$ cat src/rtl/dct_stream_sequencer.sv
// Stream sequencer for a bit-serial DCT core: serializes N parallel samples to the core,
// fires the transform, then deserializes N coefficients back with a response timeout.
module dct_stream_sequencer #(
    parameter int DW      = 16,
    parameter int TIMEOUT = 4096
) (
    input  logic          iClk,
    input  logic          iRst_n,
    input  logic          iStart,
    input  logic [2:0]    iSizeCfg,
    input  logic [DW-1:0] iSample,
    input  logic          iSampleVal,
    output logic          oSampleRdy,
    output logic          oCoreSDAT,
    output logic          oCoreSVAL,
    output logic          oCoreValid,
    output logic [2:0]    oCoreSize,
    input  logic          iCoreSDAT,
    input  logic          iCoreSVAL,
    output logic [DW-1:0] oCoef,
    output logic          oCoefVal,
    output logic [4:0]    oCoefIdx,
    output logic          oBusy,
    output logic          oDone,
    output logic          oErr
);

    localparam int BW = $clog2(DW);
    localparam int TW = $clog2(TIMEOUT + 1);
    localparam logic [BW-1:0] LAST_BIT = BW'(DW - 1);
    localparam logic [TW-1:0] TO_LAST  = TW'(TIMEOUT - 1);

    localparam logic [2:0] IDLE = 3'd0;
    localparam logic [2:0] LOAD = 3'd1;
    localparam logic [2:0] FIRE = 3'd2;
    localparam logic [2:0] WAIT = 3'd3;
    localparam logic [2:0] DONE = 3'd4;

    logic [2:0]    stateQ, stateD;
    logic [2:0]    sizeQ, sizeD;
    logic [5:0]    nQ, nD;
    logic [5:0]    sampCntQ, sampCntD;
    logic [DW-1:0] shiftQ, shiftD;
    logic [BW-1:0] bitCntQ, bitCntD;
    logic          shiftActQ, shiftActD;
    logic [DW-1:0] capQ, capD;
    logic [BW-1:0] capBitQ, capBitD;
    logic [5:0]    coefCntQ, coefCntD;
    logic [TW-1:0] toCntQ, toCntD;
    logic [DW-1:0] coefQ, coefD;
    logic          coefValQ, coefValD;
    logic [4:0]    coefIdxQ, coefIdxD;
    logic          doneQ, doneD;
    logic          errQ, errD;

    logic          sampleRdy;
    logic          accept;
    logic          lastBit;
    logic [DW-1:0] capShift;

    // A new sample may be taken while the previous one is still emitting its final bit,
    // which keeps the serial stream gap-free across sample boundaries.
    assign lastBit   = shiftActQ && (bitCntQ == LAST_BIT);
    assign sampleRdy = (stateQ == LOAD) && (sampCntQ != nQ) && (!shiftActQ || lastBit);
    assign accept    = sampleRdy && iSampleVal;
    assign capShift  = (capQ << 1) | DW'(iCoreSDAT);

    always_comb begin
        stateD    = stateQ;
        sizeD     = sizeQ;
        nD        = nQ;
        sampCntD  = sampCntQ;
        shiftD    = shiftQ;
        bitCntD   = bitCntQ;
        shiftActD = shiftActQ;
        capD      = capQ;
        capBitD   = capBitQ;
        coefCntD  = coefCntQ;
        toCntD    = toCntQ;
        coefD     = coefQ;
        coefValD  = 1'b0;
        coefIdxD  = coefIdxQ;
        doneD     = 1'b0;
        errD      = 1'b0;

        if (accept) begin
            shiftD    = iSample;
            bitCntD   = '0;
            shiftActD = 1'b1;
            sampCntD  = sampCntQ + 6'd1;
        end else if (shiftActQ) begin
            if (lastBit) begin
                shiftD    = '0;
                bitCntD   = '0;
                shiftActD = 1'b0;
            end else begin
                shiftD  = shiftQ << 1;
                bitCntD = bitCntQ + BW'(1);
            end
        end

        case (stateQ)
            IDLE: begin
                if (iStart) begin
                    if (iSizeCfg <= 3'd3) begin
                        sizeD    = iSizeCfg;
                        nD       = 6'd4 << iSizeCfg[1:0];
                        sampCntD = '0;
                        stateD   = LOAD;
                    end else begin
                        errD = 1'b1;
                    end
                end
            end
            LOAD: begin
                if (lastBit && (sampCntQ == nQ)) begin
                    stateD = FIRE;
                end
            end
            FIRE: begin
                stateD   = WAIT;
                toCntD   = '0;
                capD     = '0;
                capBitD  = '0;
                coefCntD = '0;
            end
            WAIT: begin
                if (iCoreSVAL) begin
                    capD   = capShift;
                    toCntD = '0;
                    if (capBitQ == LAST_BIT) begin
                        capBitD  = '0;
                        coefD    = capShift;
                        coefValD = 1'b1;
                        coefIdxD = coefCntQ[4:0];
                        coefCntD = coefCntQ + 6'd1;
                        if (coefCntQ == nQ - 6'd1) begin
                            stateD = DONE;
                        end
                    end else begin
                        capBitD = capBitQ + BW'(1);
                    end
                end else if (toCntQ == TO_LAST) begin
                    // Core went silent: drop the partial word and abort without oDone.
                    errD    = 1'b1;
                    stateD  = IDLE;
                    capD    = '0;
                    capBitD = '0;
                    toCntD  = '0;
                end else begin
                    toCntD = toCntQ + TW'(1);
                end
            end
            DONE: begin
                doneD  = 1'b1;
                stateD = IDLE;
            end
            default: begin
                stateD = IDLE;
            end
        endcase
    end

    always_ff @(posedge iClk or negedge iRst_n) begin
        if (!iRst_n) begin
            stateQ    <= IDLE;
            sizeQ     <= '0;
            nQ        <= '0;
            sampCntQ  <= '0;
            shiftQ    <= '0;
            bitCntQ   <= '0;
            shiftActQ <= 1'b0;
            capQ      <= '0;
            capBitQ   <= '0;
            coefCntQ  <= '0;
            toCntQ    <= '0;
            coefQ     <= '0;
            coefValQ  <= 1'b0;
            coefIdxQ  <= '0;
            doneQ     <= 1'b0;
            errQ      <= 1'b0;
        end else begin
            stateQ    <= stateD;
            sizeQ     <= sizeD;
            nQ        <= nD;
            sampCntQ  <= sampCntD;
            shiftQ    <= shiftD;
            bitCntQ   <= bitCntD;
            shiftActQ <= shiftActD;
            capQ      <= capD;
            capBitQ   <= capBitD;
            coefCntQ  <= coefCntD;
            toCntQ    <= toCntD;
            coefQ     <= coefD;
            coefValQ  <= coefValD;
            coefIdxQ  <= coefIdxD;
            doneQ     <= doneD;
            errQ      <= errD;
        end
    end

    assign oSampleRdy = sampleRdy;
    assign oCoreSVAL  = shiftActQ;
    assign oCoreSDAT  = shiftActQ & shiftQ[DW-1];
    assign oCoreValid = (stateQ == FIRE);
    assign oCoreSize  = sizeQ;
    assign oCoef      = coefQ;
    assign oCoefVal   = coefValQ;
    assign oCoefIdx   = coefIdxQ;
    assign oBusy      = (stateQ != IDLE);
    assign oDone      = doneQ;
    assign oErr       = errQ;

endmodule

$ cat config.mk
export PLATFORM = sky130hd
export DESIGN_NAME = dct_stream_sequencer
export DESIGN_NICKNAME = d
export VERILOG_FILES = /design/src/rtl/dct_stream_sequencer.sv
export SDC_FILE = /design/constraint.sdc
export NUM_CORES = 1
export LEC_CHECK = 0
export CELL_PAD_IN_SITES_DETAIL_PLACEMENT = 0
export CELL_PAD_IN_SITES_GLOBAL_PLACEMENT = 1
export CORE_AREA = 2 2 111 102
export CTS_BUF_LIST = sky130_fd_sc_hd__clkbuf_8 sky130_fd_sc_hd__clkbuf_16
export DETAILED_ROUTE_END_ITERATION = 6
export DIE_AREA = 0 0 113 104
export PLACE_DENSITY = 0.87
export RECOVER_POWER = 50
export SLEW_MARGIN = 20
export SYNTH_ARGS = -nofsm -noshare
export SYNTH_HDL_FRONTEND = slang
export SYNTH_SLANG_ARGS = --single-unit
$ cat constraint.sdc
create_clock -name iClk -period 2.3 [get_ports iClk]
set_input_delay 0.23 -clock iClk [delete_from_list [all_inputs] [get_ports iClk]]
set_output_delay 0.23 -clock iClk [all_outputs]
set_load 0.05 [all_outputs]
# Word-level counts from Yosys, hierarchy flattened
# Index checks and enable logic that the tools add are counted.
# classes
add_sub_neg	6
order_cmp	1
n_eq_ne	18
n_shift	1
mux	43
bitwise_logic	2
n_reduce_logical	16
# ops
op	count
$mux 16	3
$mux 6	6
$mux 15	2
$pmux 15 s2	1
$mux 13	2
$pmux 13 s2	1
$mux 4	6
$mux 3	7
$or 16x1->16	1
$add 13x1->13 const B	1
$eq 13x12->1 const B	1
$add 6x1->6 const B	2
$eq 6x6->1	2
$pmux 3 s4	1
$pmux 6 s2	1
$mux 1	11
$ne 3x3->1 const B	3
$reduce_and 3->1	3
$add 4x1->4 const B	2
$eq 4x4->1 const B	2
$ne 2x2->1 const B	4
$pmux 4 s2	1
$eq 3x2->1 const B	2
$ne 6x6->1	1
other kinds (16)	21
# totals
ff_bits	101

# Depth between registers and ports, before layout
# logic_depth
depth_word	9
depth_mapped	8

# Least setup slack after synthesis
# OpenSTA, ideal clock, no wires.
# synth_timing
path_kind	register to register
start	register toCntQ[0]
end	register capBitQ[1]
arrival_time_ns	1.683
required_time_ns	2.179
path_slack_ns	0.496
path_stages_with_launch	8
path_buffers	2
synth_period_minus_slack_ns	1.804
cell_sequence	dfrtp_1 > ha_1 > nand3_1 > nor4_1 > buf_2 > o21ai_2 > buf_2 > a22o_1
# synth_via
elab_chain_cells	3
# synth_rtl
item	line	rtl
start: declaration	49	logic [TW-1:0] toCntQ, toCntD;
start signal: assignment	193	toCntQ <= toCntD;
$eq 13x12->1	143	end else if (toCntQ == TO_LAST) begin
$ne 3x3->1 (no source line)	n/a	
$reduce_and 2->1 (no source line)	n/a	
end signal: assignment	191	capBitQ <= capBitD;
end: declaration	47	logic [BW-1:0] capBitQ, capBitD;
# Every way passes these cells.
# A chain may end at the register's enable or synchronous reset.

# Final worst setup path
# layout_timing
start	register stateQ[0]
end	output port oBusy
# layout_via
elab_chain_cells	1
# layout_rtl
item	line	rtl
start: declaration	39	logic [2:0] stateQ, stateD;
start signal: assignment	183	stateQ <= stateD;
$reduce_bool 3->1	210	assign oBusy = (stateQ != IDLE);
end: declaration	23	output logic oBusy,
# Every way passes these cells.

==> flow_metrics.py <==
metrics = {
    "outcome": {
        "outcome": "finished, violations left",
        "violations": "DRC",
    },
    "placed_design": {
        "dp_cells": 602,
        "dp_hpwl_mm": 6.38,
        "numPortBuffers": 56,
        "gp_congestion": 0.818,
    },
    "synthesis": {
        "synth_compound_area_share_pct": 14.9,
        "synth_xor_area_share_pct": 3.14,
        "synth_top_flop_cell": "dfrtp_1",
        "synthesis.area_sq_mm": 0.00447,
        "syn_avg_cell_area_sq_um": 10.6,
        "yosysTopAreaCell": "dfrtp_1",
        "yosysSeqAreaShare_pct": 55.5,
        "synth.area.mux_share_pct": 6.47,
        "yosys_warnings": 0,
        "synth.distinct_cells": 41,
        "async_flop_share_pct": 100,
        "synth_top_family_by_area": "simple AND/OR/NAND/NOR gates",
        "yosysMostFrequentCell": "dfrtp_1",
        "synth_common_cells": "99 x dfrtp_1, 34 x o21ai_0, 33 x a21oi_1",
        "syn_nets": 452,
        "synth_edf_count": 0,
        "synth.top_cell.area_share_pct": 55.5,
        "synth-simple-area-share_pct": 15.3,
        "synth_fa_ha_area_share_pct": 1.96,
        "synth-seq-cells": 99,
        "synth.area.top_cells": "dfrtp_1 55%, mux2_2 5.8%, o21ai_0 3.8%",
        "syn_inst": 420,
    },
    "sta": {
        "finalCritPeriodShare_pct": 94.8,
        "max-slew-margin-rel_pct": 17.9,
        "fin_setup_tns_ns": 0,
        "skew_ns": 0.00809,
        "finalHoldViolCount": 0,
        "worstMarginPinSlew_ns": 1.23,
        "drv_slew": 0,
        "grt_setup_unrepaired": "false",
        "fmaxAchievable_mhz": 458,
        "finalSetupViolations": 0,
        "fin_crit_ns": 2.18,
    },
    "cells_and_area": {
        "fillerInstances": 975,
        "area_growth_pct": 23.4,
        "layout.cells.non_filler": 619,
        "fin_nets": 513,
        "multi_input_area_sq_mm": 0.00187,
        "fin_util_pct": 51.8,
        "register_area_sq_mm": 0.00248,
        "drive_gt1_share_pct": 11.9,
        "antenna_cells": 0,
    },
    "clock_tree": {
        "cts_buffer_depth": 2,
        "path_clk_slew_ns": 0.07,
        "cts_root_buf": "clkbuf_16",
        "htree_levels": 3,
        "cts_tree": "yes",
        "numCtsBuffers": 9,
        "clock_sinks": 99,
        "insertion_delay_ns": 0.35,
    },
    "critical_path": {
        "cp-end-kind": "output pin",
        "critPathTopFamily": "buffers and inverters",
        "cp_slowest_stage_delay_ns": 0.70,
        "criticalPathCategory": "flip-flop to output pin",
        "path_cells": "nor3_2 -> inv_1 -> clkdlybuf4s50_1",
        "start_kind": "flip-flop",
        "path_buf_inv": 2,
        "worstPathMaxFanout": 13,
        "critPathArrivalTime_ns": 1.95,
        "slowest_stage": "clkdlybuf4s50_1",
        "crit_required_ns": 2.07,
    },
    "die": {
        "rows": 36,
        "die_width_microns": 113,
        "die_y_microns": 104,
        "ios": 57,
        "core_sq_mm": 0.0106,
        "start_util_pct": 42.0,
        "die_area_sq_mm": 0.0118,
    },
    "pwr": {
        "peakVddDrop_uv": 499,
        "powerDensity_mw_per_mm2": 988,
        "p_leak_nw": 2.45,
        "total_power_w": 0.00544,
    },
    "drt": {
        "viasPerCell": 5.30,
        "postRouteAntennaNets": 0,
        "drtIter0Drc": 154,
        "drcViolationCount": 6,
        "wl_per_cell_microns": 14.6,
        "first_pass_iters": 6,
        "vias": 3278,
        "wirelength_mm": 9.07,
    },
    "global_route": {
        "grt_overflow": 0,
        "grt_first_pass_wirelength_mm": 15.2,
        "gr-usage-all-layers_pct": 16.1,
        "grt_pass1_vias": 3185,
        "grt_start_max_net_pins": 52,
        "antenna_found_initial": 0,
    },
    "job": {
        "drv_cap": 0,
    },
    "hold_path": {
        "hp-class": "input port to flip-flop",
    },
}
[worst reg2reg max path: stages (launching register included)]
cell and delay [ns]:
dfrtp_1 0.41, ha_1 0.25, nand3_1 0.17, nor4_1 0.08
buf_4 0.18, o21ai_2 0.60, o21ai_0 0.19, o21ai_0 0.10
[state kept, by name (all words and copies together), names as in the netlist, 5 cells and up]
register and count:
capQ 15, coefCntQ 6, oCoef 16, oCoefIdx 5, sampCntQ 6, shiftQ 16
toCntQ 13
[routing by layer]
metal	up-vias	routed length, microns	track usage, %
li1	1620	-	-
met1	1565	4070	21.0
met2	79	4450	26.0
met3	14	405	4.25
met4	0	132	5.66
met5	-	0	0
[cells in the final DEF (no fill, tap or decap), types with 12 or more instances in the layout]
cell type,synthesis,final
dfrtp_1,99,99
clkdlybuf4s50_1,0,50
o21ai_0,34,34
a21oi_1,33,33
nand2_1,32,32
nor2_1,28,28
mux2_2,23,23
a22o_1,17,17
nor2b_1,16,16
nand3_1,13,13
nor3_1,13,12
[report_power, final]
part	total [W]	internal, W	switching (W)
clock network	0.00142	0.000741	0.000677
registers	0.00238	0.00206	0.000318
logic	0.00165	0.000709	0.000937
total	0.00544	0.00351	0.00193
[path summary, 6_finish.rpt]
| path | end | cells past startpoint | startpoint | slack, ns |
|---|---|---|---|---|
| setup / recovery | oBusy | 3 | stateQ[0]$_DFFE_PN0P_ | 0.12 |
| hold / removal | shiftQ[0]$_DFFE_PN0P_ | 3 | iSample[0] | 0.44 |
| setup reg to reg | capBitQ[3]$_DFFE_PN0P_ | 7 | toCntQ[0]$_DFFE_PN0P_ | 0.26 |
| hold reg to reg | capBitQ[3]$_DFFE_PN0P_ | 1 | capBitQ[3]$_DFFE_PN0P_ | 0.50 |
| max in group asynchronous | shiftQ[4]$_DFFE_PN0P_ | 3 | iRst_n | 0.42 |
| min in group asynchronous | oCoef[9]$_DFFE_PN0P_ | 2 | iRst_n | 0.68 |
[cell type report]
| cell class | instances | share of cell area, % |
|---|---|---|
| Multi-Input combinational cell | 291 | 33.9 |
| Clock inverter | 7 | 0.977 |
| Timing Repair Buffer | 70 | 12.3 |
| Clock buffer | 9 | 4.09 |
| Tap cell | 133 | 3.02 |
| Inverter | 10 | 0.681 |
| Sequential cell | 99 | 45.0 |
[per-stage QoR]
stage | setup slack, ns | cell area, sq um | hold WS [ns]
floorplan | 0.496 | 4470 | -0.0656
CTS | 0.115 | 5540 | 0.435
finish | 0.119 | 5510 | 0.439
detailed placement | 0.262 | 5250 | 0.307
global route | 0.0615 | 5510 | 0.445
global placement | 0.355 | 5250 | 0.301
[repair_timing]
| action | CTS | global route |
|---|---|---|
| buffers inserted | 0 | 0 |
| endpoints found under the setup margin | 1 | 0 |
| hold endpoints to repair | 49 | 0 |
| hold buffers | 1 | 0 |
| gates resized for setup | 1 | 0 |
[kinds of logic after synthesis]
logic type	Yosys count
flip-flops	99
XOR/XNOR	16
AND/OR/NAND/NOR	136
buffers and inverters	30
multiplexers	26
AO/OA/AOI/OAI	106
adder cells (fa/ha/maj)	7
Note: power is estimated with default switching activity, not from simulation.
